File: src/rtl/arbiter_pkg.sv
// arbiter_pkg: shared definitions for the Arbiter4 ownership stage.
// Rev 1.0 - initial release.
`default_nettype none

package arbiter_pkg;

  localparam int N_REQ = 4;

  localparam logic [1:0] ST_IDLE = 2'd0;
  localparam logic [1:0] ST_OWN  = 2'd1;
  localparam logic [1:0] ST_GAP  = 2'd2;

  typedef enum logic [1:0] {
    IDLE = ST_IDLE,
    OWN  = ST_OWN,
    GAP  = ST_GAP
  } state_e;

  function automatic logic onehot_ok(input logic [0:N_REQ-1] v);
    int n;
    n = 0;
    for (int i = 0; i < N_REQ; i++) n += int'(v[i]);
    return (n == 1);
  endfunction

endpackage

`default_nettype wire

File: src/rtl/arbiter4_grant_lock.sv
// arbiter4_grant_lock: registered ownership stage behind Arbiter4 with hold limit,
// post-release idle gap and expiry fairness mask. Rev 1.0 - initial release.
`default_nettype none

module arbiter4_grant_lock
  import arbiter_pkg::*;
#(
  parameter int MAX_HOLD   = 16,
  parameter int GAP_CYCLES = 1
) (
  input  logic       clk,
  input  logic       reset,
  input  logic [0:3] req,
  output logic [0:3] arb_r,
  input  logic [0:3] arb_g,
  output logic [0:3] gnt,
  output logic [1:0] owner,
  output logic       busy,
  output logic       err
);

  localparam int HW = $clog2(MAX_HOLD + 1);
  localparam int GW = (GAP_CYCLES > 1) ? $clog2(GAP_CYCLES) : 1;
  localparam logic [HW-1:0] c_hold_max = HW'(MAX_HOLD);
  localparam logic [GW-1:0] c_gap_last = GW'((GAP_CYCLES > 0) ? GAP_CYCLES - 1 : 0);

  state_e          r_state;
  logic [0:3]      r_gnt;
  logic [0:3]      r_mask;
  logic [1:0]      r_owner;
  logic [HW-1:0]   r_hold_cnt;
  logic [GW-1:0]   r_gap_cnt;
  logic            r_err;

  logic [0:3]      w_masked;
  logic [0:3]      w_owner_bit;
  logic [1:0]      w_gnt_idx;
  logic            w_illegal;
  logic            w_take;
  logic            w_own_req;
  logic            w_expire;

  assign w_masked    = req & ~r_mask;
  assign w_owner_bit = 4'b1000 >> r_owner;
  assign w_own_req   = req[r_owner];
  assign w_expire    = (r_hold_cnt == c_hold_max);

  // The mask only steers arbitration while it leaves someone eligible.
  always_comb begin
    arb_r = '0;
    if (r_state == IDLE) begin
      arb_r = (w_masked != '0) ? w_masked : req;
    end
  end

  assign w_illegal = ((arb_r != '0) && !onehot_ok(arb_g)) || ((arb_g & ~arb_r) != '0);
  assign w_take    = (r_state == IDLE) && (arb_g != '0) && !w_illegal;

  always_comb begin
    w_gnt_idx = 2'd0;
    for (int i = 3; i >= 0; i--) begin
      if (arb_g[i]) w_gnt_idx = 2'(i);
    end
  end

  always_ff @(posedge clk or posedge reset) begin
    if (reset) begin
      r_state    <= IDLE;
      r_gnt      <= '0;
      r_mask     <= '0;
      r_owner    <= '0;
      r_hold_cnt <= '0;
      r_gap_cnt  <= '0;
      r_err      <= 1'b0;
    end else begin
      if (w_illegal) r_err <= 1'b1;
      case (r_state)
        IDLE: begin
          if (w_take) begin
            r_gnt      <= arb_g;
            r_owner    <= w_gnt_idx;
            r_hold_cnt <= HW'(1);
            r_mask     <= '0;
            r_state    <= OWN;
          end
        end
        OWN: begin
          if (!w_own_req || w_expire) begin
            r_gnt      <= '0;
            r_hold_cnt <= '0;
            r_gap_cnt  <= '0;
            // Still requesting means the limit forced this release.
            if (w_own_req) r_mask <= w_owner_bit;
            r_state    <= (GAP_CYCLES > 0) ? GAP : IDLE;
          end else begin
            r_hold_cnt <= r_hold_cnt + 1'b1;
          end
        end
        GAP: begin
          if (r_gap_cnt == c_gap_last) begin
            r_gap_cnt <= '0;
            r_state   <= IDLE;
          end else begin
            r_gap_cnt <= r_gap_cnt + 1'b1;
          end
        end
        default: r_state <= IDLE;
      endcase
    end
  end

  assign gnt   = r_gnt;
  assign owner = r_owner;
  assign busy  = |r_gnt;
  assign err   = r_err;

endmodule

`default_nettype wire

File: config.mk
export PLATFORM = sky130hd
export DESIGN_NAME = arbiter4_grant_lock
export DESIGN_NICKNAME = d
export VERILOG_FILES = /design/src/rtl/arbiter_pkg.sv /design/src/rtl/arbiter4_grant_lock.sv
export SDC_FILE = /design/constraint.sdc
export NUM_CORES = 1
export LEC_CHECK = 0
export ABC_AREA = 1
export ABC_CLOCK_PERIOD_IN_PS = 3900
export CAP_MARGIN = 25
export CORE_UTILIZATION = 55
export DETAILED_ROUTE_END_ITERATION = 8
export PLACE_DENSITY = 0.88
export SYNTH_ARGS = -nofsm -noshare
export SYNTH_HDL_FRONTEND = slang
export SYNTH_SLANG_ARGS = --single-unit
File: constraint.sdc
create_clock -name clk -period 3.9 [get_ports clk]
set_input_delay 0.78 -clock clk [delete_from_list [all_inputs] [get_ports clk]]
set_output_delay 0.78 -clock clk [all_outputs]
set_load 0.02 [all_outputs]
Word-level counts from Yosys, hierarchy flattened
Index checks and enable logic that the tools add are counted.
W data, S select, Z words.
Word-level totals
  register bits after elaboration: 19
  latch bits: 0
  bits in writable memories: 0
  ROM bits: 0
  output and inout port bits: 12
  logic and storage cells: 75
  memories kept: 0
Cells by class
  $add $sub $neg: 5
  multiply operators: 0
  divide/modulo/power cells: 0
  order comparisons: 1
  equal/unequal tests: 8
  shift operators: 1
  muxes and demuxes: 26
  bitwise gates (word level): 5
  reduce and logical (&&, ||, !) cells: 22
Operators with widths (number)
  $mux W4: 7
  $pmux W4 S2: 2
  $reduce_bool A4 Y1: 4
  $mux W2: 7
  $mux W5: 2
  $pmux W5 S2: 1
  $and A4 B4 Y4: 2
  $ne A2 B2 Y1 const B: 4
  $not A4 Y4: 2
  $pmux W2 S3: 1
  $reduce_and A2 Y1: 3
  $reduce_and A3 Y1: 2
  $add A5 B1 Y5 const B: 1
  $eq A5 B5 Y1 const B: 1
  $add A3 B1 Y4: 1
  $eq A4 B1 Y1 const B: 1
  $mux W1: 4
  $reduce_and A4 Y1: 1
  $reduce_bool A2 Y1: 2
  $reduce_or A4 Y1: 1
  $shr A4 B2 Y4 const A: 1
  $add A2 B1 Y3: 1
  $ge A3 B3 Y1 const B: 1
  $logic_and A1 B1 Y1: 3
  10 further kinds: 13

Depth between registers and ports, before layout
Gate-level depths: netlist (run 1).
  word-level depth: 13
  depth in mapped cells: 13
  depth with buffers taken out: 13

Worst setup path before layout (run 1)
OpenSTA, ideal clock, no wires.
  path kind: input to register
  start point: input port arb_g[3] in the netlist's numbering
  end point: register r_mask[0] in the netlist's numbering
  arrival: 2.791 ns
  required time: 3.783 ns
  setup slack: 0.993 ns
  stages: 12
  path through: inv_1 > fa_1 > inv_1 > ha_1 > ha_1 > or3b_2 > o21ai_2 > nand3_4 > nand2_8 > nand2_4 > nand2_1 > nand2_1
Between the ends
  word-level cells in the longest chain between the ends: 9
  elaborated cells between the ends (all ways): 13
  classes of those cells: 1 x add/sub; 2 x eq/ne; 1 x bitwise; 9 x reduce/logical
RTL lines
  from (decl): line arbiter4_grant_lock.sv:15  | input logic [0:3] arb_g,
  $add A3 B1 Y4: line arbiter_pkg.sv:22  | for (int i = 0; i < N_REQ; i++) n += int'(v[i]);
  $eq A4 B1 Y1: line arbiter_pkg.sv:23  | return (n == 1);
  $logic_not A1 Y1: line arbiter4_grant_lock.sv:56  | assign w_illegal = ((arb_r != '0) && !onehot_ok(arb_g)) || ((arb_g & ~arb_r) != '0);
  $logic_and A1 B1 Y1: line arbiter4_grant_lock.sv:56
  $logic_or A1 B1 Y1: line arbiter4_grant_lock.sv:56
  $logic_not A1 Y1: line arbiter4_grant_lock.sv:57  | assign w_take = (r_state == IDLE) && (arb_g != '0) && !w_illegal;
  $logic_and A1 B1 Y1 (*): line arbiter4_grant_lock.sv:57
  $ne A2 B2 Y1 (no source line) (*)
  $reduce_and A4 Y1 (no source line) (*)
  to (signal assigned): line arbiter4_grant_lock.sv:93  | if (w_own_req) r_mask <= w_owner_bit;
  to (decl): line arbiter4_grant_lock.sv:29  | logic [0:3] r_mask;
Mark *: on every way between the ends. The rest lies on a longest branch, timed or not.
A chain may end at the register's enable or synchronous reset.

Final worst setup path (run 1)
Same ends and word-level chain as after synthesis.

==> impl_metrics.json, run 1 <==
{
  "design_area_mm2": 0.00143,
  "num_clock_sinks": 18,
  "timing_worst_setup_path_type": "input pin to flip-flop",
  "cts_tree": "yes",
  "biggest_cell_delay_along_the_critical_path_ns": 0.55,
  "drcViolationCount": 0,
  "vias_per_cell": 5.16,
  "report.final.setup_viol": 0,
  "internal-power_uw": 522,
  "synth_edf_count": 0,
  "cts_root_buffer": "sky130_fd_sc_hd__clkbuf_4",
  "placement_rows": 16,
  "floorplan.die_area_mm2": 0.00233,
  "grt_overflow": 0,
  "sort_of_element_at_the_end_of_the_critical_path": "flip-flop",
  "synth.distinct_cells": 28,
  "core-area_mm2": 0.00198,
  "synth-async-reset-ratio_pct": 100,
  "timing.max_cap.violations": 0,
  "min_clock_period_post_route_ns": 3.32,
  "cts_max_path_buffers": 2,
  "setup-tns-final_ns": 0,
  "synth-seq-cells": 18,
  "power_per_cell_area_mw_per_mm2": 683,
  "total_switching_power_uw": 458,
  "critical_path.n_buffers_inverters": 3,
  "detailedRoute.firstIterationViolations": 21,
  "post_dp_cell_area_mm2": 0.00141,
  "outcome": "finished, final reports clean",
  "layout.nets": 190,
  "start_util_pct": 59.5,
  "r2r_cells": 11,
  "finish.utilization_pct": 72.3,
  "cp_top_family": "adder cells",
  "worstSetupPathDepth": 13,
  "initial_antenna_violation_count": 0,
  "maximum_fanout_encountered_on_the_critical_timing_path": 10,
  "htree_levels": 1,
  "hold_class": "flip-flop to flip-flop",
  "syn_inst": 148,
  "hpwl_mm": 2.04,
  "clkSlewWorstSetupHoldPaths_ns": 0.09,
  "power.switching_fraction_pct": 46.8,
  "postRouteAntennaNets": 0,
  "synth.yosys.warnings": 0,
  "wire_length_of_the_first_global_routing_pass_mm": 3.77,
  "mappedNetlistArea_mm2": 0.00118,
  "timing.critical_path.cells": "clkdlybuf4s50_1 -> inv_1 -> fa_1 -> inv_1 -> ha_1 -> ha_1 -> or3b_2 -> o21ai_2 -> nand3_4 -> nand2_8 -> nand2_4 -> nand2_1 -> nand2_1",
  "flow.area_growth_from_synthesis_pct": 21.7,
  "cts_hold_buf": 0,
  "nFillCells": 152,
  "first_pass_iters": 5,
  "required_ns": 4.09,
  "critPathLaunchType": "input pin",
  "avgRoutedWirePerCell_um": 12.7,
  "critPathSlowestCell": "sky130_fd_sc_hd__fa_1",
  "p_leak_uw": 0.000727,
  "worstMarginPinSlew_ns": 0.682,
  "post-route-period-util_pct": 85.1,
  "proportion_of_layout_cells_with_a_drive_suffix_above_1_pct": 11.7,
  "rsz_0062_raised_after_global_routing": "no",
  "ys_seq_area_share_pct": 38.2,
  "cts_inserted_buffers": 3,
  "fin_skew_ns": 0.00406,
  "finalWeightedCongestion": 0.763,
  "ir_worst_vdd_mv": 0.455,
  "design.portCount": 22,
  "clock_insertion_delay_worst_skew_ns": 0.29,
  "antenna_cells": 0,
  "synth.largest_area_cell": "sky130_fd_sc_hd__dfrtp_1",
  "worst-endpoint-arrival_ns": 3.51,
  "number_of_vias_in_the_routed_layout": 1022,
  "worst_hold_slack_after_final_layout_ns": 0.471,
  "grt_start_max_net_pins": 19,
  "pwr-share-comb_pct": 60.9,
  "post_cts_resize_count": 0,
  "timing.final.hold_violations": 0,
  "grt_use_total_pct": 23.8,
  "timing.hold.worst_path_depth": 2,
  "first_global_vias": 923,
  "syn-num-nets": 165,
  "register_share_of_total_power_pct": 30.1,
  "multiInputGateArea_um2": 593,
  "achievable-frequency_ghz": 0.301,
  "portBuffers": 21,
  "slew_viol_final": 0,
  "synthFlopType": "sky130_fd_sc_hd__dfrtp_1",
  "yosys-top-cells-area": "sky130_fd_sc_hd__dfrtp_1 38%, sky130_fd_sc_hd__inv_1 11%, sky130_fd_sc_hd__nand2_1 8.3%",
  "routed_wl_mm": 2.51,
  "timing.max_slew.rel_slack_pct": 54.5,
  "floorplan.die.width_um": 48.3,
  "floorplan.die.height_um": 48.3,
  "syn-mean-instance-area_um2": 7.96,
  "seq_area_um2": 450,
  "netlist.area_leader.share_pct": 38.2,
  "clock_power_share_pct": 9.0,
  "post_cts.repair.setup_buffers": 0
}
worst paths after layout:
| check | from | end | slack, ns |
|---|---|---|---|
| hold reg to reg | err$_DFFE_PP0P_ | err$_DFFE_PP0P_ | 0.47 |
| hold / removal | err$_DFFE_PP0P_ | err$_DFFE_PP0P_ | 0.47 |
| min in group asynchronous | reset | gnt[1]$_DFFE_PP0P_ | 0.89 |
| max in group asynchronous | reset | owner[1]$_DFFE_PP0P_ | 2.57 |
| setup reg to reg | r_state[0]$_DFFE_PP0P_ | r_mask[0]$_DFFE_PP0P_ | 2.05 |
| setup / recovery | arb_g[3] | r_mask[0]$_DFFE_PP0P_ | 0.58 |
cells by family after synthesis:
group | synth area share (%)
DFF | 38.2
AOI/OAI and AO/OA | 9.98
buffers and inverters | 11.5
and+or+nand+nor | 30.0
adders and majority gates | 8.07
xor gates and xnor gates | 2.23
synthesized netlist by cell type, drive strengths merged, types with 2 or more instances:
cell   instances
nand4          2
nor3           5
inv           33
ha             6
nand2         34
xor2           2
dfrtp         18
nand3         10
o22ai          7
o21ai         10
nor2          11
or2            2
routing by layer:
metal  track usage, %  up-vias  share of wire [%]
met1             28.1      469                 42
li1                 -      517                  -
met4             6.67        0                1.1
met3             3.33        5                4.8
met2             44.5       31                 52
met5                0        -                  0
flip-flops by register name, summed over array words and instances, names as in the netlist:
signal,flops
r_mask,4
r_hold_cnt,5
err,1
owner,2
r_state,2
gnt,4
worst min-delay path: cells and delay by family, from the launching register on:
kind	cells	cell delay, ns
buf+inv	1	0.04
flops	1	0.35
simple gates	1	0.05
area by class of cell:
cell class / instances / area share [%]
multi-input combinational: 96 / 41.4
sequential: 18 / 31.4
clock buffer: 3 / 1.57
tap: 27 / 2.36
timing repair buffer: 21 / 14.7
inverter: 33 / 8.64
cells in the final DEF (no fill, tap or decap), types with 2 or more instances in the layout:
cell type,count
sky130_fd_sc_hd__nand4_1,2
sky130_fd_sc_hd__nor2_1,6
sky130_fd_sc_hd__inv_1,33
sky130_fd_sc_hd__o22ai_1,7
sky130_fd_sc_hd__dfrtp_1,18
sky130_fd_sc_hd__nor3_1,5
sky130_fd_sc_hd__o21ai_1,2
sky130_fd_sc_hd__nor2_2,4
sky130_fd_sc_hd__ha_1,6
sky130_fd_sc_hd__clkdlybuf4s50_1,21
sky130_fd_sc_hd__or2_1,2
sky130_fd_sc_hd__nand2_1,26
sky130_fd_sc_hd__o21ai_0,7
sky130_fd_sc_hd__nand3_1,9
sky130_fd_sc_hd__xor2_1,2
sky130_fd_sc_hd__nand2_2,6
sky130_fd_sc_hd__clkbuf_4,3
power groups by stage:
stage / clock network [uW] / registers (uW) / logic, uW
after floorplan: 0 / 328 / 374
after global placement: 0 / 295 / 573
after detailed placement: 0 / 299 / 597
after CTS: 89.2 / 295 / 598
after global routing: 97.1 / 303 / 663
final: 88.0 / 295 / 597
metrics by stage:
step / total power, uW / instances / setup slack, ns
2_1_floorplan: 702 / 148 / 0.993
3_3_place_gp: 868 / 195 / 0.382
3_5_place_dp: 896 / 195 / 0.269
4_1_cts: 982 / 198 / 0.576
5_1_grt: 1060 / 198 / 0.480
6_report: 980 / 198 / 0.580
No activity file was read; power rests on OpenSTA's default activity.
==> run 2: changes to the inputs <==
- ABC_CLOCK_PERIOD_IN_PS: 3900 -> 2800
- CORE_UTILIZATION: 55 -> 46
- PLACE_DENSITY: 0.88 -> 0.79
- clock period: 3.9 -> 2.8 ns (I/O delays scaled with it)
==> run 2 against run 1 <==
Flip-flop and latch count is the same. Clock skew shrank 0.0030 ns. Via count up 4.1%. First-iteration DRC count down 52%. Routed wire length up 6.9%. Sequential power rose by 40%.
==> impl_metrics.json, run 2 (same netlist as run 1, synthesis figures left out) <==
{
  "initial_antenna_violation_count": 0,
  "critical_path.reg2reg.endpoint": "r_mask[2]$_DFFE_PP0P_",
  "hpwl_mm": 2.04,
  "finish.cell_count_without_fillers": 209,
  "flow.area_growth_from_synthesis_pct": 30.0,
  "floorplan.die.height_um": 52.6,
  "worst_hold_slack_after_final_layout_ns": 0.471,
  "largest-register": "r_hold_cnt",
  "detailedRoute.firstIterationViolations": 10,
  "design.portCount": 22,
  "first_pass_iters": 4,
  "pwr-share-comb_pct": 62.2,
  "core-area_mm2": 0.00232,
  "total_power_uw": 1430,
  "timing.hold.worst_path_depth": 2,
  "grt_use_total_pct": 22.7,
  "worstMarginPinSlew_ns": 0.698,
  "post_dp_cell_area_mm2": 0.00147,
  "outcome": "finished, final reports clean",
  "nFillCells": 208,
  "cts_inserted_buffers": 3,
  "worst-r2r-setup-slack_ns": 1.00,
  "htree_levels": 1,
  "grt_start_max_net_pins": 19,
  "floorplan.die_area_mm2": 0.00277,
  "placement_rows": 17,
  "maximum_fanout_encountered_on_the_critical_timing_path": 3,
  "proportion_of_layout_cells_with_a_drive_suffix_above_1_pct": 19.3,
  "antenna_cells": 0,
  "report.final.setup_viol": 0,
  "dp_cells": 203,
  "hold_class": "flip-flop to flip-flop",
  "timing.max_cap.violations": 0,
  "slew_viol_final": 0,
  "sort_of_element_at_the_end_of_the_critical_path": "primary output",
  "clock_power_share_pct": 9.0,
  "post-route-period-util_pct": 96.6,
  "design_area_mm2": 0.00153,
  "portBuffers": 21,
  "power.switching_fraction_pct": 47.3,
  "power_per_cell_area_mw_per_mm2": 934,
  "required_ns": 2.24,
  "wire_length_of_the_first_global_routing_pass_mm": 4.55,
  "ir_worst_vdd_mv": 0.615,
  "vias_per_cell": 5.09,
  "critPathLaunchType": "input pin",
  "p_leak_uw": 0.000790,
  "routed_wl_mm": 2.68,
  "layout.nets": 200,
  "cts_hold_buf": 0,
  "cts_tree": "yes",
  "clkSlewWorstSetupHoldPaths_ns": 0.10,
  "cts_root_buffer": "sky130_fd_sc_hd__clkbuf_4",
  "internal-power_uw": 754,
  "grt_overflow": 0,
  "drcViolationCount": 0,
  "finalWeightedCongestion": 0.797,
  "preCtsSetupSlack_ns": -0.511,
  "worst-endpoint-arrival_ns": 2.15,
  "min_from": "err$_DFFE_PP0P_",
  "min_clock_period_post_route_ns": 2.71,
  "clock_insertion_delay_worst_skew_ns": 0.29,
  "register_share_of_total_power_pct": 28.8,
  "postLayoutSetupSlackWorst_ns": 0.0939,
  "number_of_flip_flops_under_the_largest_register_name": 5,
  "postRouteAntennaNets": 0,
  "timing.final.hold_violations": 0,
  "min_delay_worst_endpoint": "err$_DFFE_PP0P_",
  "floorplan.die.width_um": 52.6,
  "r2r_cells": 11,
  "total_switching_power_uw": 677,
  "fin_skew_ns": 0.00110,
  "most-common-layout-cells": "30 x sky130_fd_sc_hd__inv_1, 26 x sky130_fd_sc_hd__nand2_1, 18 x sky130_fd_sc_hd__dfrtp_1",
  "number_of_vias_in_the_routed_layout": 1064,
  "timing.max_slew.rel_slack_pct": 53.4,
  "timing_worst_setup_path_type": "input pin to primary output",
  "achievable-frequency_ghz": 0.370,
  "mostFrequentLayoutCell": "sky130_fd_sc_hd__inv_1",
  "avgRoutedWirePerCell_um": 12.8,
  "start_util_pct": 50.8,
  "cts_max_path_buffers": 2,
  "regToRegStartpoint": "r_state[0]$_DFFE_PP0P_",
  "num_clock_sinks": 18,
  "first_global_vias": 1083
}
## run 2: through the flow
step	utilization (%)	TNS, ns
floorplan	-	0
global placement	63.2	-6.23
detailed placement	63.2	-7.15
CTS	65.7	0
global route	66.1	-0.00762
finish	66.1	0
## run 2: per-layer routing
layer | routed length [um] | vias up | track usage (%)
met3 | 106 | 6 | 2.90
met5 | 0 | - | 0
met2 | 1330 | 25 | 39.5
met1 | 1200 | 497 | 27.2
li1 | - | 536 | -
met4 | 53 | 0 | 11.4
## run 2: final cells by class
type                            instances  area (um^2)  area share, %
Sequential cell                        18          450           29.4
Timing Repair Buffer                   29          269           17.6
Tap cell                               28         35.0           2.29
Multi-Input combinational cell         98          632           41.2
Clock buffer                            3         22.5           1.47
Inverter                               33          124           8.08
## run 2: power by group through the flow
stage	combinational, uW	sequential [uW]	clock (uW)
finish	890	412	128
global route	981	422	145
detailed placement	838	417	0
CTS	887	411	131
floorplan	521	457	0
global placement	805	413	0
## run 2: what timing repair did
item | CTS | global route
setup endpoints to repair | 15 | 4
cloned | 2 | 0
pin swaps | 2 | 0
resized for setup | 8 | 4
endpoints found under the hold margin | 0 | 0
setup buffers | 1 | 0
## run 2: worst max-delay path, stage by stage
cell and delay (ns):
sky130_fd_sc_hd__clkdlybuf4s50_1 0.46, sky130_fd_sc_hd__nand2_1 0.10, sky130_fd_sc_hd__nand2_1 0.07, sky130_fd_sc_hd__nor2_1 0.20
sky130_fd_sc_hd__o21ai_2 0.11, sky130_fd_sc_hd__inv_1 0.06, sky130_fd_sc_hd__clkdlybuf4s50_1 0.59
## run 2: worst max-delay path by stage
stage	from	endpoint	slack [ns]	depth (start not counted)
2_1_floorplan	arb_g[3]	r_mask[0]$_DFFE_PP0P_	0.11	12
6_report	req[3]	arb_r[3]	0.09	7
4_1_cts	req[3]	arb_r[2]	0.04	7
3_3_place_gp	arb_g[3]	r_mask[3]$_DFFE_PP0P_	-0.44	13
5_1_grt	req[3]	arb_r[3]	-0.008	7
3_5_place_dp	arb_g[3]	r_mask[3]$_DFFE_PP0P_	-0.51	13
